$ cat src/rtl/gf180mcu_fd_sc_mcu9t5v0__prbs_chk_pkg.sv
// Shared definitions for the PRBS7 chain checker: FSM encoding, polynomial taps, LFSR length.
// Latency: n/a (types and constants only).
// Backpressure: n/a.
package gf180mcu_fd_sc_mcu9t5v0__prbs_chk_pkg;

   // Checker FSM encoding; values are fixed so they line up with the library's test documentation.
   typedef enum logic [1:0] {
      IDLE   = 2'd0,
      SEED   = 2'd1,
      VERIFY = 2'd2,
      LOCKED = 2'd3
   } prbs_state_t;

   // PRBS7, x^7 + x^6 + 1: the predicted bit is the XOR of the two oldest LFSR bits.
   localparam int PRBS_LEN   = 7;
   localparam int PRBS_TAP_A = 6;
   localparam int PRBS_TAP_B = 5;

   // Next bit expected on the chain, given the last PRBS_LEN bits (bit 0 = newest).
   function automatic logic prbs_predict(input logic [PRBS_LEN-1:0] lfsr);
      return lfsr[PRBS_TAP_A] ^ lfsr[PRBS_TAP_B];
   endfunction

endpackage

$ cat src/rtl/gf180mcu_fd_sc_mcu9t5v0__prbs_chk_func.sv
// Functional core: self-synchronising PRBS7 checker with lock detection and saturating error count.
// Latency: LOCK/ERR/ERR_CNT registered on the edge that samples the deciding bit.
// Backpressure: none; one chain bit is consumed on every rising edge while enabled.
module gf180mcu_fd_sc_mcu9t5v0__prbs_chk_func
   import gf180mcu_fd_sc_mcu9t5v0__prbs_chk_pkg::*;
#(
   parameter int LOCK_CNT = 16,
   parameter int LOSS_ERR = 4,
   parameter int LOSS_WIN = 32,
   parameter int ERR_W    = 16
) (
   input  logic             i_clk,
   input  logic             i_rst_n,
   input  logic             i_en,
   input  logic             i_bit,
   input  logic             i_clr,
   output logic             o_lock,
   output logic             o_err,
   output logic [ERR_W-1:0] o_err_cnt
);

   localparam int MATCH_W = $clog2(LOCK_CNT + 1);
   localparam int WERR_W  = $clog2(LOSS_ERR + 1);
   localparam int WIN_W   = (LOSS_WIN > 1) ? $clog2(LOSS_WIN) : 1;
   localparam int SEED_W  = $clog2(PRBS_LEN);

   localparam logic [MATCH_W-1:0] MATCH_LOCK = MATCH_W'(LOCK_CNT);
   localparam logic [WERR_W-1:0]  WERR_LOSS  = WERR_W'(LOSS_ERR);
   localparam logic [WIN_W-1:0]   WIN_LAST   = WIN_W'(LOSS_WIN - 1);
   localparam logic [SEED_W-1:0]  SEED_LAST  = SEED_W'(PRBS_LEN - 1);

   prbs_state_t           r_state;
   prbs_state_t           w_state_nxt;
   logic [PRBS_LEN-1:0]   r_lfsr;
   logic [PRBS_LEN-1:0]   w_lfsr_nxt;
   logic [SEED_W-1:0]     r_seed_cnt;
   logic [SEED_W-1:0]     w_seed_nxt;
   logic [MATCH_W-1:0]    r_match;
   logic [MATCH_W-1:0]    w_match_nxt;
   logic [WIN_W-1:0]      r_win;
   logic [WIN_W-1:0]      w_win_nxt;
   logic [WERR_W-1:0]     r_win_err;
   logic [WERR_W-1:0]     w_win_err_nxt;
   logic                  r_lock;
   logic                  w_lock_nxt;
   logic                  r_err;
   logic                  w_err_nxt;
   logic [ERR_W-1:0]      r_err_cnt;
   logic [ERR_W-1:0]      w_err_cnt_nxt;
   logic                  w_cnt_inc;

   logic                  w_exp;
   logic                  w_mis;
   logic [PRBS_LEN-1:0]   w_shift_in;
   logic [MATCH_W-1:0]    w_match_inc;
   logic [WERR_W-1:0]     w_win_err_inc;
   logic                  w_win_wrap;

   assign w_exp         = prbs_predict(r_lfsr);
   assign w_mis         = i_bit ^ w_exp;
   assign w_shift_in    = {r_lfsr[PRBS_LEN-2:0], i_bit};
   assign w_match_inc   = r_match + MATCH_W'(1);
   assign w_win_err_inc = r_win_err + WERR_W'(w_mis);
   assign w_win_wrap    = (r_win == WIN_LAST);

   // Next-state and next-output decode; EN low overrides every state and forces IDLE.
   always_comb begin
      w_state_nxt   = r_state;
      w_lfsr_nxt    = r_lfsr;
      w_seed_nxt    = r_seed_cnt;
      w_match_nxt   = r_match;
      w_win_nxt     = r_win;
      w_win_err_nxt = r_win_err;
      w_lock_nxt    = r_lock;
      w_err_nxt     = 1'b0;
      w_cnt_inc     = 1'b0;

      if (!i_en) begin
         w_state_nxt   = IDLE;
         w_lock_nxt    = 1'b0;
         w_seed_nxt    = '0;
         w_match_nxt   = '0;
         w_win_nxt     = '0;
         w_win_err_nxt = '0;
      end else begin
         case (r_state)
            IDLE: begin
               w_state_nxt = SEED;
               w_seed_nxt  = '0;
               w_lock_nxt  = 1'b0;
            end
            SEED: begin
               w_lfsr_nxt = w_shift_in;
               if (r_seed_cnt == SEED_LAST) begin
                  // An all-zero seed is the PRBS lock-up state, so it is never accepted.
                  w_seed_nxt = '0;
                  if (w_shift_in != '0) begin
                     w_state_nxt = VERIFY;
                     w_match_nxt = '0;
                  end
               end else begin
                  w_seed_nxt = r_seed_cnt + SEED_W'(1);
               end
            end
            VERIFY: begin
               w_lfsr_nxt = w_shift_in;
               if (!w_mis) begin
                  w_match_nxt = w_match_inc;
                  if (w_match_inc == MATCH_LOCK) begin
                     w_state_nxt   = LOCKED;
                     w_lock_nxt    = 1'b1;
                     w_win_nxt     = '0;
                     w_win_err_nxt = '0;
                  end
               end else begin
                  // A bad seed is not a chain error; just reseed quietly.
                  w_state_nxt = SEED;
                  w_seed_nxt  = '0;
                  w_match_nxt = '0;
               end
            end
            LOCKED: begin
               // Feed back the prediction so a bad chain bit cannot corrupt the predictor.
               w_lfsr_nxt = {r_lfsr[PRBS_LEN-2:0], w_exp};
               w_win_nxt  = w_win_wrap ? '0 : r_win + WIN_W'(1);
               if (w_mis) begin
                  w_err_nxt = 1'b1;
                  w_cnt_inc = 1'b1;
               end
               // The wrap-edge bit still belongs to the window that is closing.
               if (w_mis && (w_win_err_inc == WERR_LOSS)) begin
                  w_state_nxt   = SEED;
                  w_lock_nxt    = 1'b0;
                  w_seed_nxt    = '0;
                  w_win_nxt     = '0;
                  w_win_err_nxt = '0;
               end else if (w_win_wrap) begin
                  w_win_err_nxt = '0;
               end else begin
                  w_win_err_nxt = w_win_err_inc;
               end
            end
            default: begin
               w_state_nxt = IDLE;
               w_lock_nxt  = 1'b0;
            end
         endcase
      end
   end

   // Error counter: clear wins over the old value but keeps an error counted on the same edge.
   always_comb begin
      w_err_cnt_nxt = r_err_cnt;
      if (i_clr) begin
         w_err_cnt_nxt = ERR_W'(w_cnt_inc);
      end else if (w_cnt_inc && !(&r_err_cnt)) begin
         w_err_cnt_nxt = r_err_cnt + ERR_W'(1);
      end
   end

   // FSM state register.
   always_ff @(posedge i_clk or negedge i_rst_n) begin
      if (!i_rst_n) begin
         r_state <= IDLE;
      end else begin
         r_state <= w_state_nxt;
      end
   end

   // Predictor, counters and registered outputs.
   always_ff @(posedge i_clk or negedge i_rst_n) begin
      if (!i_rst_n) begin
         r_lfsr     <= '0;
         r_seed_cnt <= '0;
         r_match    <= '0;
         r_win      <= '0;
         r_win_err  <= '0;
         r_lock     <= 1'b0;
         r_err      <= 1'b0;
         r_err_cnt  <= '0;
      end else begin
         r_lfsr     <= w_lfsr_nxt;
         r_seed_cnt <= w_seed_nxt;
         r_match    <= w_match_nxt;
         r_win      <= w_win_nxt;
         r_win_err  <= w_win_err_nxt;
         r_lock     <= w_lock_nxt;
         r_err      <= w_err_nxt;
         r_err_cnt  <= w_err_cnt_nxt;
      end
   end

   assign o_lock    = r_lock;
   assign o_err     = r_err;
   assign o_err_cnt = r_err_cnt;

endmodule

$ cat config.mk
export PLATFORM = sky130hd
export DESIGN_NAME = gf180mcu_fd_sc_mcu9t5v0__prbs_chk_func
export DESIGN_NICKNAME = d
export VERILOG_FILES = /design/src/rtl/gf180mcu_fd_sc_mcu9t5v0__prbs_chk_pkg.sv /design/src/rtl/gf180mcu_fd_sc_mcu9t5v0__prbs_chk_func.sv
export SDC_FILE = /design/constraint.sdc
export NUM_CORES = 1
export LEC_CHECK = 0
export ABC_AREA = 1
export CAP_MARGIN = 30
export CORE_AREA = 3 3 99 101
export DETAILED_ROUTE_END_ITERATION = 10
export DIE_AREA = 0 0 102 104
export GPL_ROUTABILITY_DRIVEN = 0
export GPL_TIMING_DRIVEN = 0
export SLEW_MARGIN = 20
export SYNTH_ARGS = -nofsm -noshare
export SYNTH_HDL_FRONTEND = slang
export SYNTH_SLANG_ARGS = --single-unit
$ cat constraint.sdc
create_clock -name i_clk -period 4.4 [get_ports i_clk]
set_input_delay 0.88 -clock i_clk [delete_from_list [all_inputs] [get_ports i_clk]]
set_output_delay 0.88 -clock i_clk [all_outputs]
set_load 0.02 [all_outputs]
* Word level (Yosys, flattened, before mapping) *
Index checks and enable logic that the tools add are counted.

word-level totals
  memory bits (read-only) = 0
  memories = 0
  register bits after elaboration = 43
  bits in latches = 0
  output and inout bits = 18
  bits in writable memories = 0
  logic and storage cells = 88

operators by class
  shifts and indexed selects = 0
  multipliers = 0
  magnitude comparators = 0
  eq/ne operators = 17
  multiplexer cells = 40
  $add $sub $neg = 5
  reduce and logical (&&, ||, !) cells = 15
  bitwise logic cells = 2
  div/mod/pow operators = 0

operator list
  cell                                                   count
  2-to-1 mux 5 bit                                       9
  2-to-1 mux 16 bit                                      2
  2-to-1 mux 3 bit                                       9
  case mux 5 bit (2 select lines)                        2
  inequality test 3 bit, second input constant           6
  adder 16 x 1 -> 16 bit, second input constant          1
  AND reduction 16 bit                                   1
  case mux 7 bit (2 select lines)                        1
  2-to-1 mux 2 bit                                       6
  case mux 3 bit (4 select lines)                        1
  adder 5 x 1 -> 5 bit, second input constant            2
  equality test 5 bit, second input constant             2
  case mux 2 bit (4 select lines)                        1
  AND reduction 4 bit                                    2
  2-to-1 mux 1 bit                                       7
  nonzero test 7 bit                                     1
  equality test 3 bit, second input constant             2
  inequality test 3 x 1 -> 1 bit, second input constant  2
  case mux 3 bit (2 select lines)                        1
  AND reduction 3 bit                                    2
  equality test 2 bit, second input constant             2
  inequality test 4 x 1 -> 1 bit, second input constant  1
  inequality test 4 bit, second input constant           1
  AND reduction 2 bit                                    2
  other kinds (10)                                       13

* Longest topological paths before layout *
Gate-level depths: netlist of the first run.

  depth after elaboration = 8
  gate-level depth with buffers = 16
  mapped depth without buffers = 16

* Worst setup path after synthesis of the first run *
OpenSTA, ideal clock, no wires.

  path kind = input to register
  start point = in i_bit
  end point = reg r_seed_cnt[2]
  arrival = 2.292 ns
  path slack = 1.987 ns
  stages = 14
  path through = inv_1 -> nand3_1 -> nand2_1 -> inv_1 -> ha_1 -> ha_1 -> inv_1 -> nand2_1 -> nor2_1 -> nand3_1 -> nand2_1 -> nand2_1 -> nor2_1 -> a21oi_1

on the way
  cells in the longest elaborated chain, start to end = 6

ends and longest elaborated chain
  element                          RTL line                                       RTL
  start, declared                  gf180mcu_fd_sc_mcu9t5v0__prbs_chk_func.sv:15   input logic i_bit,
  bitwise XOR 1 bit *              gf180mcu_fd_sc_mcu9t5v0__prbs_chk_func.sv:60   assign w_mis = i_bit ^ w_exp;
  adder 3 x 1 -> 3 bit             gf180mcu_fd_sc_mcu9t5v0__prbs_chk_func.sv:63   assign w_win_err_inc = r_win_err + WERR_W'(w_mis);
  equality test 3 bit              gf180mcu_fd_sc_mcu9t5v0__prbs_chk_func.sv:131  if (w_mis && (w_win_err_inc == WERR_LOSS)) begin
  logical AND 1 bit                gf180mcu_fd_sc_mcu9t5v0__prbs_chk_func.sv:131
  inequality test 3 bit (no line)  --
  AND reduction 2 bit (no line) *  --
  end signal, assigned             gf180mcu_fd_sc_mcu9t5v0__prbs_chk_func.sv:183  r_seed_cnt <= w_seed_nxt;
  end, declared                    gf180mcu_fd_sc_mcu9t5v0__prbs_chk_func.sv:36   logic [SEED_W-1:0] r_seed_cnt;

Every way passes the cells marked *; elsewhere a longest branch is shown, timed or not.
A chain may end at the register's enable or synchronous reset.

* Worst setup path in the final report of the first run *
  start point = in i_bit
  end point = reg r_seed_cnt[1]

Same word-level chain as after synthesis.

==> flow_summary.json, run 1 <==
{
  "power.density_nw_per_um2": 321,
  "cts_buffers": 5,
  "grt_max_degree": 29,
  "final.setup.worst_slack_ns": 1.44,
  "num_rows": 35,
  "antenna_found_initial": 0,
  "insertion_delay_ns": 0.30,
  "die_area_um2": 10600,
  "worstPathArrival_ns": 3.13,
  "tightest_slew_ns": 0.537,
  "crit_type": "in2reg",
  "setup_tns_ns": 0,
  "synth_warnings": 0,
  "cts_max_path_buffers": 2,
  "path_common_cell": "nand2_1",
  "first_iter_violations": 78,
  "finalSetupViolations": 0,
  "gr-total-overflow": 0,
  "wl_mm": 5.83,
  "status": "completed",
  "htree_num_levels": 2,
  "path_cells": "clkdlybuf4s50_1 -> nand3_1 -> nand2_1 -> inv_1 -> ha_1 -> ha_1 -> inv_1 -> nand2_1 -> nor2_1 -> nand3_1 -> nand2_1 -> nand2_1 -> nand2_1 -> o21ai_0",
  "drcViolationCount": 0,
  "whs_ns": 0.485,
  "synth.largest_area_cell": "dfrtp_1",
  "final.setup_skew_ns": 0.00930,
  "multi_input_area_um2": 1380,
  "cts_setup_buffers": 0,
  "regArea_um2": 1080,
  "cts_resized": 0,
  "place_hpwl_mm": 4.40,
  "synth-main-ff-cell": "dfrtp_1",
  "syn_inst": 361,
  "synth_area_um2": 2670,
  "required_ns": 4.57,
  "nFillCells": 970,
  "path_max_fanout": 5,
  "io_pins": 23,
  "area_delta_synth_final_pct": 17.1,
  "clk_pin_slew_ns": 0.09,
  "vias": 2350,
  "synth.top_cell.area_share": 0.403,
  "hp-class": "in2async",
  "relSlewSlack": 0.642,
  "core-area_um2": 9110,
  "cts_tree": "done",
  "cpPeakStageDelay_ns": 0.53,
  "first_pass_iters": 4,
  "end_kind": "register",
  "grt_pass1_vias": 2212,
  "finalCritPeriodShare": 0.673,
  "synth_seq_cells": 43,
  "synth.distinct_cells": 36,
  "grt_pass1_wl_mm": 10.3,
  "layout_commonest_cell": "nand2_1",
  "yosysSeqAreaShare": 0.403,
  "pre_cts_slack_ns": 1.13,
  "ctsHoldBuffers": 0,
  "fin_nets": 406,
  "postSynth.asyncResetShare": 1.00,
  "max_freq_ghz": 0.338,
  "ir_drop_uv": 124,
  "drv_slew": 0,
  "antenna_cells": 0,
  "root_buffer": "clkbuf_8",
  "synth-edff-count": 0,
  "crit_family": "simple AND/OR/NAND/NOR gates",
  "die_y_um": 104,
  "layout-drive-gt1-share": 0.0995,
  "cts.sinks": 43,
  "avgViaCountPerCell": 4.67,
  "track_usage": 0.117,
  "ant_nets": 0,
  "synthesis.nets": 376,
  "p_leak_uw": 0.00156,
  "most-common-layout-cells": "nand2_1 (112), dfrtp_1 (43), inv_1 (41)",
  "crit_buf_inv": 3,
  "hold_viol": 0,
  "period_minus_slack_ns": 2.96,
  "routedWlPerCell_um": 11.6,
  "die_x_um": 102,
  "crit_path_start_kind": "primary input",
  "maxCapViolations": 0,
  "port_buffers": 22,
  "postSynthAreaPerCell_um2": 7.39,
  "rsz0062_at_grt": "no",
  "ys_top_cells_by_area": "dfrtp_1 (40%), nand2_1 (16%), nand3_1 (6.4%)",
  "initial_core_util": 0.293,
  "crit_path_top_delay_cell": "clkdlybuf4s50_1"
}
## kinds of logic (layout without fill, tap and decap cells)
group / Yosys count / in the layout / share of synthesized area
simple gates: 227 / 227 / 0.392
mux: 1 / 1 / 0.00422
flops: 43 / 43 / 0.403
xor+xnor: 8 / 8 / 0.0263
fa+ha+maj: 10 / 10 / 0.0469
compound gates: 23 / 23 / 0.0488
buf+inv: 49 / 80 / 0.0788
## routing by layer
metal  routed length [um]  GRT usage  share of wire  vias up
li1                     -          -              -     1217
met4                   51     0.0281         0.0087        0
met1                 2970      0.163           0.51     1100
met2                 2660      0.183           0.46       29
met5                    0          0              0        -
met3                  145     0.0255          0.025        4
## final timing paths
path | from | slack (ns) | cells past startpoint | endpoint
worst min register to register | r_win[4] | 0.49 | 2 | r_win[4]
min in group i_clk | r_win[4] | 0.49 | 2 | r_win[4]
worst max-delay path | i_bit | 1.44 | 14 | r_seed_cnt[1]
worst max register to register | r_lfsr[5] | 2.04 | 15 | r_seed_cnt[1]
worst min-delay path | i_rst_n | 0.49 | 1 | o_lock
max in group asynchronous | i_rst_n | 3.42 | 2 | r_seed_cnt[0]
## per-stage QoR
| stage | power (uW) | cell area [um^2] | util | std cells |
|---|---|---|---|---|
| floorplan | 686 | 2670 | - | 361 |
| global placement | 756 | 3030 | 0.332 | 494 |
| detailed placement | 766 | 3040 | 0.334 | 495 |
| CTS | 1020 | 3120 | 0.343 | 503 |
| global route | 1080 | 3120 | 0.343 | 503 |
| finish | 1000 | 3120 | 0.343 | 503 |
## registers in the layout, summed over array words and instances (netlist names)
register / count
o_err: 1
o_err_cnt: 16
o_lock: 1
r_lfsr: 7
r_match: 5
r_seed_cnt: 3
r_state: 2
r_win: 5
r_win_err: 3
## cells in the mapped netlist (2+ instances only)
cell type and n:
a21oi_1 5, nor2_2 2, dfrtp_1 43, nand3b_1 3
inv_2 2, nor2_1 34, nor3_1 3, nand4_1 14
nand2_1 112, nand2_2 15, ha_1 10, inv_1 41
xor2_1 7, nor3_4 2, clkbuf_1 2, nor4_1 2
o21ai_0 12, nand3_1 34
## power breakdown
part / switching, uW / leakage, uW / total (uW) / internal, uW
Clock: 135 / 0.0000422 / 246 / 112
Sequential: 41.5 / 0.000583 / 486 / 444
Combinational: 172 / 0.000933 / 270 / 98.1
## area by class of cell
| class | instances | area share |
|---|---|---|
| buffer | 5 | 0.0128 |
| clock buffer | 7 | 0.0244 |
| clock inverter | 1 | 0.00160 |
| inverter | 44 | 0.0545 |
| multi-input combinational | 269 | 0.443 |
| sequential | 43 | 0.344 |
| tap | 111 | 0.0445 |
| timing repair buffer | 23 | 0.0753 |
## worst register-to-register path, delay by kind of cell, from the launching register on
family,cells,cell delay (ns)
simple gates,9,1.08
compound gates,1,0.08
flops,1,0.41
buf+inv,3,0.22
fa+ha+maj,2,0.45
(Power assumes the default switching activity.)
==> run 2: changes to the inputs <==
==> constraint.sdc (replaced) <==
create_clock -name i_clk -period 3.1 [get_ports i_clk]
set_input_delay 0.62 -clock i_clk [delete_from_list [all_inputs] [get_ports i_clk]]
set_output_delay 0.62 -clock i_clk [all_outputs]
set_load 0.02 [all_outputs]
==> results of run 2 <==
The final DEF is identical to that of run 1. Status: completed.
Among the figures that moved: setup slack after placement 1.13 ns -> 0.0862 ns; setup slack after layout 1.44 ns -> 0.400 ns; hold slack 0.485 ns -> 0.234 ns; register-to-register setup slack 2.04 ns -> 0.74 ns; total power 1000 uW -> 1420 uW; worst IR drop on VDD 124 uV -> 176 uV
==> run 3: changes to the inputs <==
--- a/config.mk
+++ b/config.mk
@@ -7,9 +7,9 @@
 export LEC_CHECK = 0
 export ABC_AREA = 1
 export CAP_MARGIN = 30
-export CORE_AREA = 3 3 99 101
+export CORE_AREA = 4 4 100 102
 export DETAILED_ROUTE_END_ITERATION = 10
-export DIE_AREA = 0 0 102 104
+export DIE_AREA = 0 0 104 106
 export GPL_ROUTABILITY_DRIVEN = 0
 export GPL_TIMING_DRIVEN = 0
 export SLEW_MARGIN = 20
==> run 3 against run 2 <==
Clock power rose by 7.2%. Core utilization rose by 0.12 points. Critical path depth did not move. Sequential cell count did not move. Total power rose by 1.6%. Critical path type unchanged. Largest power group unchanged.
==> flow_summary.json, run 3 (synthesis gave the netlist of run 1 again) <==
{
  "status": "completed",
  "crit_path_top_delay_cell": "clkdlybuf4s50_1",
  "wl_mm": 5.86,
  "grt_pass1_wl_mm": 10.6,
  "whs_ns": 0.215,
  "busiest_layer": "met2",
  "ant_nets": 0,
  "routedWlPerCell_um": 11.7,
  "vias": 2303,
  "io_pins": 23,
  "grt_max_degree": 30,
  "cts_setup_buffers": 0,
  "insertion_delay_ns": 0.30,
  "crit_path_start_kind": "primary input",
  "place_hpwl_mm": 4.39,
  "die_area_um2": 11000,
  "first_iter_violations": 110,
  "required_ns": 3.29,
  "finalNonFillerCells": 503,
  "root_buffer": "clkbuf_8",
  "maxCapViolations": 0,
  "drv_slew": 0,
  "crit_family": "simple AND/OR/NAND/NOR gates",
  "worstPathArrival_ns": 2.89,
  "grt_use_met2": 0.186,
  "grt_pass1_vias": 2257,
  "final.setup_skew_ns": 0.00881,
  "dpl.cell_count": 495,
  "cts_tree": "done",
  "finalCritPeriodShare": 0.873,
  "num_rows": 35,
  "met1_usage": 0.155,
  "pre_cts_slack_ns": 0.0862,
  "core-area_um2": 9110,
  "reg2regPathDepth": 15,
  "antenna_found_initial": 0,
  "use_met3": 0.0188,
  "area_delta_synth_final_pct": 17.5,
  "path_cells": "clkdlybuf4s50_1 -> nand3_1 -> nand2_1 -> inv_1 -> ha_1 -> ha_1 -> inv_1 -> nand2_1 -> nor2_1 -> nand3_1 -> nand2_1 -> nand2_1 -> nand2_1 -> o21ai_0",
  "path_common_cell": "nand2_1",
  "avgViaCountPerCell": 4.58,
  "crit_buf_inv": 3,
  "layout-drive-gt1-share": 0.105,
  "htree_num_levels": 2,
  "power.density_nw_per_um2": 461,
  "tightest_slew_ns": 0.520,
  "port_buffers": 22,
  "r2r_slack_ns": 0.71,
  "initial_core_util": 0.293,
  "most-common-layout-cells": "nand2_1 (112), dfrtp_1 (43), inv_1 (41)",
  "regToRegEndpoint": "r_seed_cnt[0]",
  "gr-total-overflow": 0,
  "max_freq_ghz": 0.369,
  "hold_viol": 0,
  "cts_resized": 0,
  "ir_drop_uv": 174,
  "p_leak_uw": 0.00156,
  "hp-class": "in2async",
  "largest_reg_flops": 16,
  "cts.sinks": 43,
  "cpPeakStageDelay_ns": 0.54,
  "antenna_cells": 0,
  "end_kind": "register",
  "ctsHoldBuffers": 0,
  "die_y_um": 106,
  "period_minus_slack_ns": 2.71,
  "track_usage": 0.114,
  "crit_type": "in2reg",
  "fin_nets": 406,
  "path_max_fanout": 5,
  "finalSetupViolations": 0,
  "nFillCells": 972,
  "layout_commonest_cell": "nand2_1",
  "r2r-start": "r_lfsr[5]",
  "setup_tns_ns": 0,
  "clk_pin_slew_ns": 0.09,
  "relSlewSlack": 0.654,
  "rsz0062_at_grt": "no",
  "first_pass_iters": 4,
  "finalPower_uw": 1450,
  "cts_buffers": 5,
  "final.setup.worst_slack_ns": 0.393,
  "drcViolationCount": 0,
  "die_x_um": 104,
  "cts_max_path_buffers": 2
}
[run 3: changes by cell type in the layout (fill, tap and decap cells not counted)]
cell / delta
clkinv_2: -1
clkinvlp_4: +2
inv_6: +1
clkbuf_1: -2
[run 3: how the worst max path moves through the flow]
stage / to / cells past startpoint / slack, ns / start
final: r_seed_cnt[0] / 14 / 0.39 / i_bit
after global routing: r_seed_cnt[2] / 15 / 0.16 / i_bit
after CTS: r_seed_cnt[0] / 14 / 0.40 / i_bit
after detailed placement: r_seed_cnt[0] / 14 / 0.09 / i_bit
after global placement: r_seed_cnt[0] / 14 / 0.13 / i_bit
after floorplan: r_seed_cnt[2] / 14 / 0.95 / i_bit
[run 3: layer usage]
layer  wire length (um)  vias up  part of all wire
met5                  0        -                 0
met3                144        6             0.025
met2               2660       29              0.45
li1                   -     1212                 -
met4                 66        0             0.011
met1               2990     1056              0.51
[run 3: report_power, final]
group / total [uW] / switching [uW] / internal [uW]
logic: 383 / 244 / 139
clock network: 374 / 213 / 161
registers: 689 / 58.8 / 631
[run 3: stage by stage]
step | instance area, um^2 | utilization
after floorplan | 2670 | -
after global placement | 3030 | 0.332
after detailed placement | 3040 | 0.334
after CTS | 3140 | 0.344
after global routing | 3140 | 0.344
final | 3140 | 0.344
[run 3: final cells by class]
| class | count | area (um^2) | share of cell area |
|---|---|---|---|
| Multi-Input combinational cell | 269 | 1380 | 0.441 |
| Sequential cell | 43 | 1080 | 0.343 |
| Timing Repair Buffer | 23 | 235 | 0.0750 |
| Inverter | 44 | 170 | 0.0543 |
| Tap cell | 111 | 139 | 0.0443 |
| Clock buffer | 5 | 68.8 | 0.0219 |
| Buffer | 5 | 40.0 | 0.0128 |
| Clock inverter | 3 | 23.8 | 0.00758 |
